==> config.mk <==
export PLATFORM = sky130hd
export DESIGN_NAME = i2c_slave_responder
export DESIGN_NICKNAME = d
export VERILOG_FILES = /design/src/rtl/i2c_slave_responder.sv
export SDC_FILE = /design/constraint.sdc
export NUM_CORES = 1
export LEC_CHECK = 0
export ABC_AREA = 0
export CORE_MARGIN = 4
export CORE_UTILIZATION = 32
export DETAILED_ROUTE_END_ITERATION = 7
export DONT_BUFFER_PORTS = 1
export SYNTH_ARGS = -nofsm -noshare
export SYNTH_HDL_FRONTEND = slang
export SYNTH_SLANG_ARGS = --single-unit
export TNS_END_PERCENT = 10
==> constraint.sdc <==
create_clock -name clk_i -period 5.1 [get_ports clk_i]
set_input_delay 1.02 -clock clk_i [delete_from_list [all_inputs] [get_ports clk_i]]
set_output_delay 1.02 -clock clk_i [all_outputs]
set_load 0.01 [all_outputs]
==> src/rtl/i2c_slave_responder.sv <==
// i2c_slave_responder: oversampled I2C target with 7-bit address match, ACK, receive and transmit.
// Optional macro I2C_GLITCH_FILTER_EN adds a FILT_CYCLES-deep glitch filter after the synchronizers.
module i2c_slave_responder #(
  parameter logic [6:0] ADDR        = 7'h42,
  parameter int         SYNC_STAGES = 2,
  parameter int         FILT_CYCLES = 3
) (
  input  logic       clk_i,
  input  logic       rst_ni,
  input  logic       scl_i,
  input  logic       sda_i,
  output logic       sda_oe_o,
  output logic [7:0] rx_data_o,
  output logic       rx_valid_o,
  input  logic [7:0] tx_data_i,
  output logic       tx_req_o,
  output logic       rw_o,
  output logic       busy_o,
  output logic       start_det_o,
  output logic       stop_det_o
);
  typedef enum logic [2:0] {
    S_IDLE, S_ADDR, S_ADDR_ACK, S_RX_BYTE, S_RX_ACK, S_TX_BYTE, S_TX_ACK, S_WAIT_STOP
  } state_t;
  if (SYNC_STAGES < 2 || FILT_CYCLES < 1) begin : g_param_check
    $error("i2c_slave_responder: SYNC_STAGES must be >= 2 and FILT_CYCLES >= 1");
  end
  logic [SYNC_STAGES-1:0] scl_sync_q, sda_sync_q;
  logic scl_s, sda_s, scl_p_q, sda_p_q;
  // Synchronizers reset to the idle bus level so reset release never looks like an edge.
  always_ff @(posedge clk_i or negedge rst_ni) begin
    if (!rst_ni) begin
      scl_sync_q <= '1;
      sda_sync_q <= '1;
    end else begin
      scl_sync_q <= {scl_sync_q[SYNC_STAGES-2:0], scl_i};
      sda_sync_q <= {sda_sync_q[SYNC_STAGES-2:0], sda_i};
    end
  end
`ifdef I2C_GLITCH_FILTER_EN
  localparam int FW = $clog2(FILT_CYCLES + 1);
  logic [FW-1:0] scl_cnt_q, sda_cnt_q;
  logic scl_f_q, sda_f_q;
  always_ff @(posedge clk_i or negedge rst_ni) begin
    if (!rst_ni) begin
      scl_cnt_q <= '0;
      sda_cnt_q <= '0;
      scl_f_q   <= 1'b1;
      sda_f_q   <= 1'b1;
    end else begin
      scl_cnt_q <= (scl_sync_q[SYNC_STAGES-1] == scl_f_q) ? '0 : scl_cnt_q + 1'b1;
      sda_cnt_q <= (sda_sync_q[SYNC_STAGES-1] == sda_f_q) ? '0 : sda_cnt_q + 1'b1;
      if (scl_sync_q[SYNC_STAGES-1] != scl_f_q && scl_cnt_q == FW'(FILT_CYCLES - 1)) begin
        scl_f_q   <= ~scl_f_q;
        scl_cnt_q <= '0;
      end
      if (sda_sync_q[SYNC_STAGES-1] != sda_f_q && sda_cnt_q == FW'(FILT_CYCLES - 1)) begin
        sda_f_q   <= ~sda_f_q;
        sda_cnt_q <= '0;
      end
    end
  end
  assign scl_s = scl_f_q;
  assign sda_s = sda_f_q;
`else
  assign scl_s = scl_sync_q[SYNC_STAGES-1];
  assign sda_s = sda_sync_q[SYNC_STAGES-1];
`endif
  always_ff @(posedge clk_i or negedge rst_ni) begin
    if (!rst_ni) begin
      scl_p_q <= 1'b1;
      sda_p_q <= 1'b1;
    end else begin
      scl_p_q <= scl_s;
      sda_p_q <= sda_s;
    end
  end
  logic start_ev, stop_ev, scl_rise, scl_fall;
  logic [7:0] byte_in;
  assign start_ev = scl_s & scl_p_q & sda_p_q & ~sda_s;
  assign stop_ev  = scl_s & scl_p_q & ~sda_p_q & sda_s;
  assign scl_rise = scl_s & ~scl_p_q;
  assign scl_fall = ~scl_s & scl_p_q;
  state_t state_q;
  logic [2:0] cnt_q;
  logic [7:0] shift_q, rx_data_q;
  logic sda_oe_q, rx_valid_q, tx_req_q, rw_q, busy_q, start_det_q, stop_det_q, ack_q;
  assign byte_in = {shift_q[6:0], sda_s};
  // ack_q marks that the ACK bit is being driven; the next SCL fall ends it.
  always_ff @(posedge clk_i or negedge rst_ni) begin
    if (!rst_ni) begin
      state_q     <= S_IDLE;
      cnt_q       <= '0;
      shift_q     <= '0;
      rx_data_q   <= '0;
      sda_oe_q    <= 1'b0;
      rx_valid_q  <= 1'b0;
      tx_req_q    <= 1'b0;
      rw_q        <= 1'b0;
      busy_q      <= 1'b0;
      start_det_q <= 1'b0;
      stop_det_q  <= 1'b0;
      ack_q       <= 1'b0;
    end else begin
      rx_valid_q  <= 1'b0;
      tx_req_q    <= 1'b0;
      start_det_q <= 1'b0;
      stop_det_q  <= 1'b0;
      if (stop_ev) begin
        state_q    <= S_IDLE;
        sda_oe_q   <= 1'b0;
        stop_det_q <= 1'b1;
        busy_q     <= 1'b0;
        cnt_q      <= '0;
        ack_q      <= 1'b0;
      end else if (start_ev) begin
        state_q     <= S_ADDR;
        sda_oe_q    <= 1'b0;
        start_det_q <= 1'b1;
        busy_q      <= 1'b1;
        cnt_q       <= '0;
        ack_q       <= 1'b0;
      end else begin
        case (state_q)
          S_IDLE: ;
          S_ADDR: if (scl_rise) begin
            shift_q <= byte_in;
            cnt_q   <= cnt_q + 1'b1;
            if (cnt_q == 3'd7) begin
              if (byte_in[7:1] == ADDR && byte_in[7:1] != 7'd0) begin
                rw_q    <= byte_in[0];
                state_q <= S_ADDR_ACK;
              end else state_q <= S_WAIT_STOP;
            end
          end
          S_ADDR_ACK, S_RX_ACK: if (scl_fall) begin
            if (!ack_q) begin
              ack_q    <= 1'b1;
              sda_oe_q <= 1'b1;
              tx_req_q <= (state_q == S_ADDR_ACK) && rw_q;
            end else begin
              ack_q <= 1'b0;
              if (state_q == S_ADDR_ACK && rw_q) begin
                shift_q  <= tx_data_i;
                sda_oe_q <= ~tx_data_i[7];
                state_q  <= S_TX_BYTE;
              end else begin
                sda_oe_q <= 1'b0;
                state_q  <= S_RX_BYTE;
              end
            end
          end
          S_RX_BYTE: if (scl_rise) begin
            shift_q <= byte_in;
            cnt_q   <= cnt_q + 1'b1;
            if (cnt_q == 3'd7) begin
              rx_data_q  <= byte_in;
              rx_valid_q <= 1'b1;
              state_q    <= S_RX_ACK;
            end
          end
          S_TX_BYTE: if (scl_fall) begin
            cnt_q <= cnt_q + 1'b1;
            if (cnt_q == 3'd7) begin
              sda_oe_q <= 1'b0;
              state_q  <= S_TX_ACK;
            end else begin
              sda_oe_q <= ~shift_q[6];
              shift_q  <= {shift_q[6:0], 1'b0};
            end
          end
          S_TX_ACK: begin
            if (scl_rise && !ack_q) begin
              if (sda_s) state_q <= S_WAIT_STOP;
              else begin
                tx_req_q <= 1'b1;
                ack_q    <= 1'b1;
              end
            end else if (scl_fall && ack_q) begin
              ack_q    <= 1'b0;
              shift_q  <= tx_data_i;
              sda_oe_q <= ~tx_data_i[7];
              state_q  <= S_TX_BYTE;
            end
          end
          S_WAIT_STOP: sda_oe_q <= 1'b0;
          default: state_q <= S_IDLE;
        endcase
      end
    end
  end
  assign sda_oe_o    = sda_oe_q;
  assign rx_data_o   = rx_data_q;
  assign rx_valid_o  = rx_valid_q;
  assign tx_req_o    = tx_req_q;
  assign rw_o        = rw_q;
  assign busy_o      = busy_q;
  assign start_det_o = start_det_q;
  assign stop_det_o  = stop_det_q;
endmodule
==> metrics.txt <==
dpl ws around 2.6 ns; antenna cells 0; YS warnings 0; worst setup margin about 2.6 ns; Final #Nets roughly 180; fmax just under 400 MHz; status finished, final reports clean; Layout Utilization between 30 and 40%; Worst Tran Pin Value between 0.7 and 0.8 ns; TritonCTS clock tree yes; number of synthesized flops with an enable pin 0; # DRC 0; slew margin rel. between 40% and 50%; WS Path Type flip-flop to flip-flop; die width about 84 µm; max_cap viols 0; number of DRC violations after detailed-routing iteration 0 92; crit path launch type flip-flop; GRT Overall Usage about 11%; worst endpoint required time 5.27 ns; Worst EP arrival 2.71 ns; register clock-pin slew on the reported worst setup and hold paths around 0.07 ns; Synth-to-Final Area Change 7.24%; worst min path class flip-flop to flip-flop; final antenna-violating net count 0; Synthesized Nets 183; most frequent cells in the layout 29 x dfrtp_1, 16 x mux2_2, 13 x nor2_1; worst reg2reg startpoint state_q[2]; TritonCTS buffer count 5; Core Footprint between 0.005 and 0.006 mm²; Tcrit/Tclk final roughly 50%; area fraction of the dominant cell type after synthesis about 40%; post-CTS sizing 0; worst skew pair latency around 0.28 ns; Final Critical Period 2.53 ns; skew final ~0.0038 ns; Post-synth top flop dfrtp_1; Storage cell area between 800 and 900 µm²; clk buf depth 2; initial antenna violation count 0; Worst IR Drop VDD 0.313 mV; most common cell after layout, fill and taps aside dfrtp_1; largest net degree at the start of global routing 36; vias in the first global route approximately 1.2k; Slew Limit Fails 0; H-tree Lvls 2; clock sinks 35; global-route wire length before repair 6.13 mm; endpoints failing setup 0; PortBufs 0; Remaining Overflow, GRT 0; routed len/inst approximately 15 µm; hpwl dp between 2 and 3 mm; io pins 27; RSZ-0062 raised after global routing no; Pre-antenna DRT Iters 4; Post-DP Area 0.00191 mm²; Post-Syn Instances 168; Die Y 84.4 µm; Filler cells approximately 550; CTS Root Cell clkbuf_8; # rows 27; pwr dens between 500 and 600 mW/mm²; Pleak between 0.8 and 0.9 nW; post-route setup TNS 0 ns; CTS Hold Buffers Added 0; HP Start sda_sync_q[0]; routability cong. between 0.8 and 0.9; Async S/R FF share, synth 100%; Design Area, Final 0.00200 mm²; CP Launch Point state_q[2]; critical path fanouts, max 23; area of the die 0.00712 mm²; area of the mapped netlist about 0.0019 mm²; Distinct cells, synth 52; vias about 1.3k; CP Capture Type flip-flop; syn avg cell area about 11 µm²; via density per instance around 5.3; final hold vios 0; sequential area share after synthesis ~47%; # Post-CTS Setup Buffers 0; area of the multi-input gates approximately 910 µm²; share of cells above drive strength 1 a little over a quarter; top post-synthesis cells by area dfrtp_1 39%, mux2_2 9.7%, dfstp_2 8.4%; Yosys reg bits 35; Initial Util 33.5%; dominant cell type by area after synthesis dfrtp_1; Final Routed Wirelength approximately 3.7 mm
sequential cells by signal (all words and copies together) (netlist names), 2 cells and up:
signal      flops
cnt_q           3
scl_sync_q      2
shift_q         7
rx_data_o       8
state_q         3
sda_sync_q      2
per-layer routing:
metal | global-route usage, % | vias to the layer above | wire length (µm)
met5 | 0 | - | 0
met4 | 3.45 | 0 | 43
met3 | 4.12 | 4 | 223
met2 | 16.3 | 35 | 1640
met1 | 14.2 | 637 | 1780
li1 | - | 607 | -
power breakdown:
part	internal [mW]	switching, mW
clock network	0.0949	0.101
registers	0.343	0.112
logic	0.227	0.162
cell type report:
cell class	count	share of cell area [%]
flip-flops and latches	35	44.1
clock inverters	3	1.00
inverters	8	1.50
multi-input cells	117	45.4
clock buffers	5	3.44
well taps	72	4.50
synth_stat cells (all sizes together), types with 2 or more instances:
master / n
or2: 2
a21oi: 9
buf: 3
o211ai: 3
or3b: 2
nand3b: 2
dfrtp: 29
nor3: 6
dfstp: 6
clkbuf: 5
and2: 2
o21a: 2
inv: 8
nand2: 2
nand2b: 4
mux2i: 5
o22ai: 2
a211oi: 2
ha: 3
nand3: 4
mux2: 23
nor2: 13
o21ai: 8
worst paths after layout:
| check | endpoint | slack [ns] | depth (start not counted) |
|---|---|---|---|
| max in group asynchronous | scl_p_q | 4.50 | 0 |
| min reg2reg | sda_sync_q[1] | 0.36 | 0 |
| max | shift_q[0] | 2.57 | 5 |
| min in group asynchronous | shift_q[1] | 0.42 | 0 |
| min | sda_sync_q[1] | 0.36 | 0 |
| max reg2reg | shift_q[0] | 2.57 | 5 |
worst max-delay path, stage by stage (launching register included):
cell and delay [ns]:
dfrtp_1 0.75, a21boi_1 0.38, o211ai_1 0.21, nand2_2 0.12, or4_4 0.63, mux2_4 0.34
per-stage QoR:
stage                     total power, mW  hold slack, ns  instances
after floorplan                     0.795           0.345        168
after global placement              0.839           0.345        232
after detailed placement            0.851           0.347        232
after CTS                            1.05           0.358        240
after global routing                 1.12           0.363        240
final                                1.04           0.357        240
cells by family after synthesis:
family	share of synthesized area, %
AND/OR/NAND/NOR	15.2
AO/OA/AOI/OAI	12.6
flip-flops	47.3
multiplexers	18.0
buffers and inverters	3.95
adder cells (fa/ha/maj)	2.01
XOR/XNOR	0.939
(Power assumes the default switching activity.)
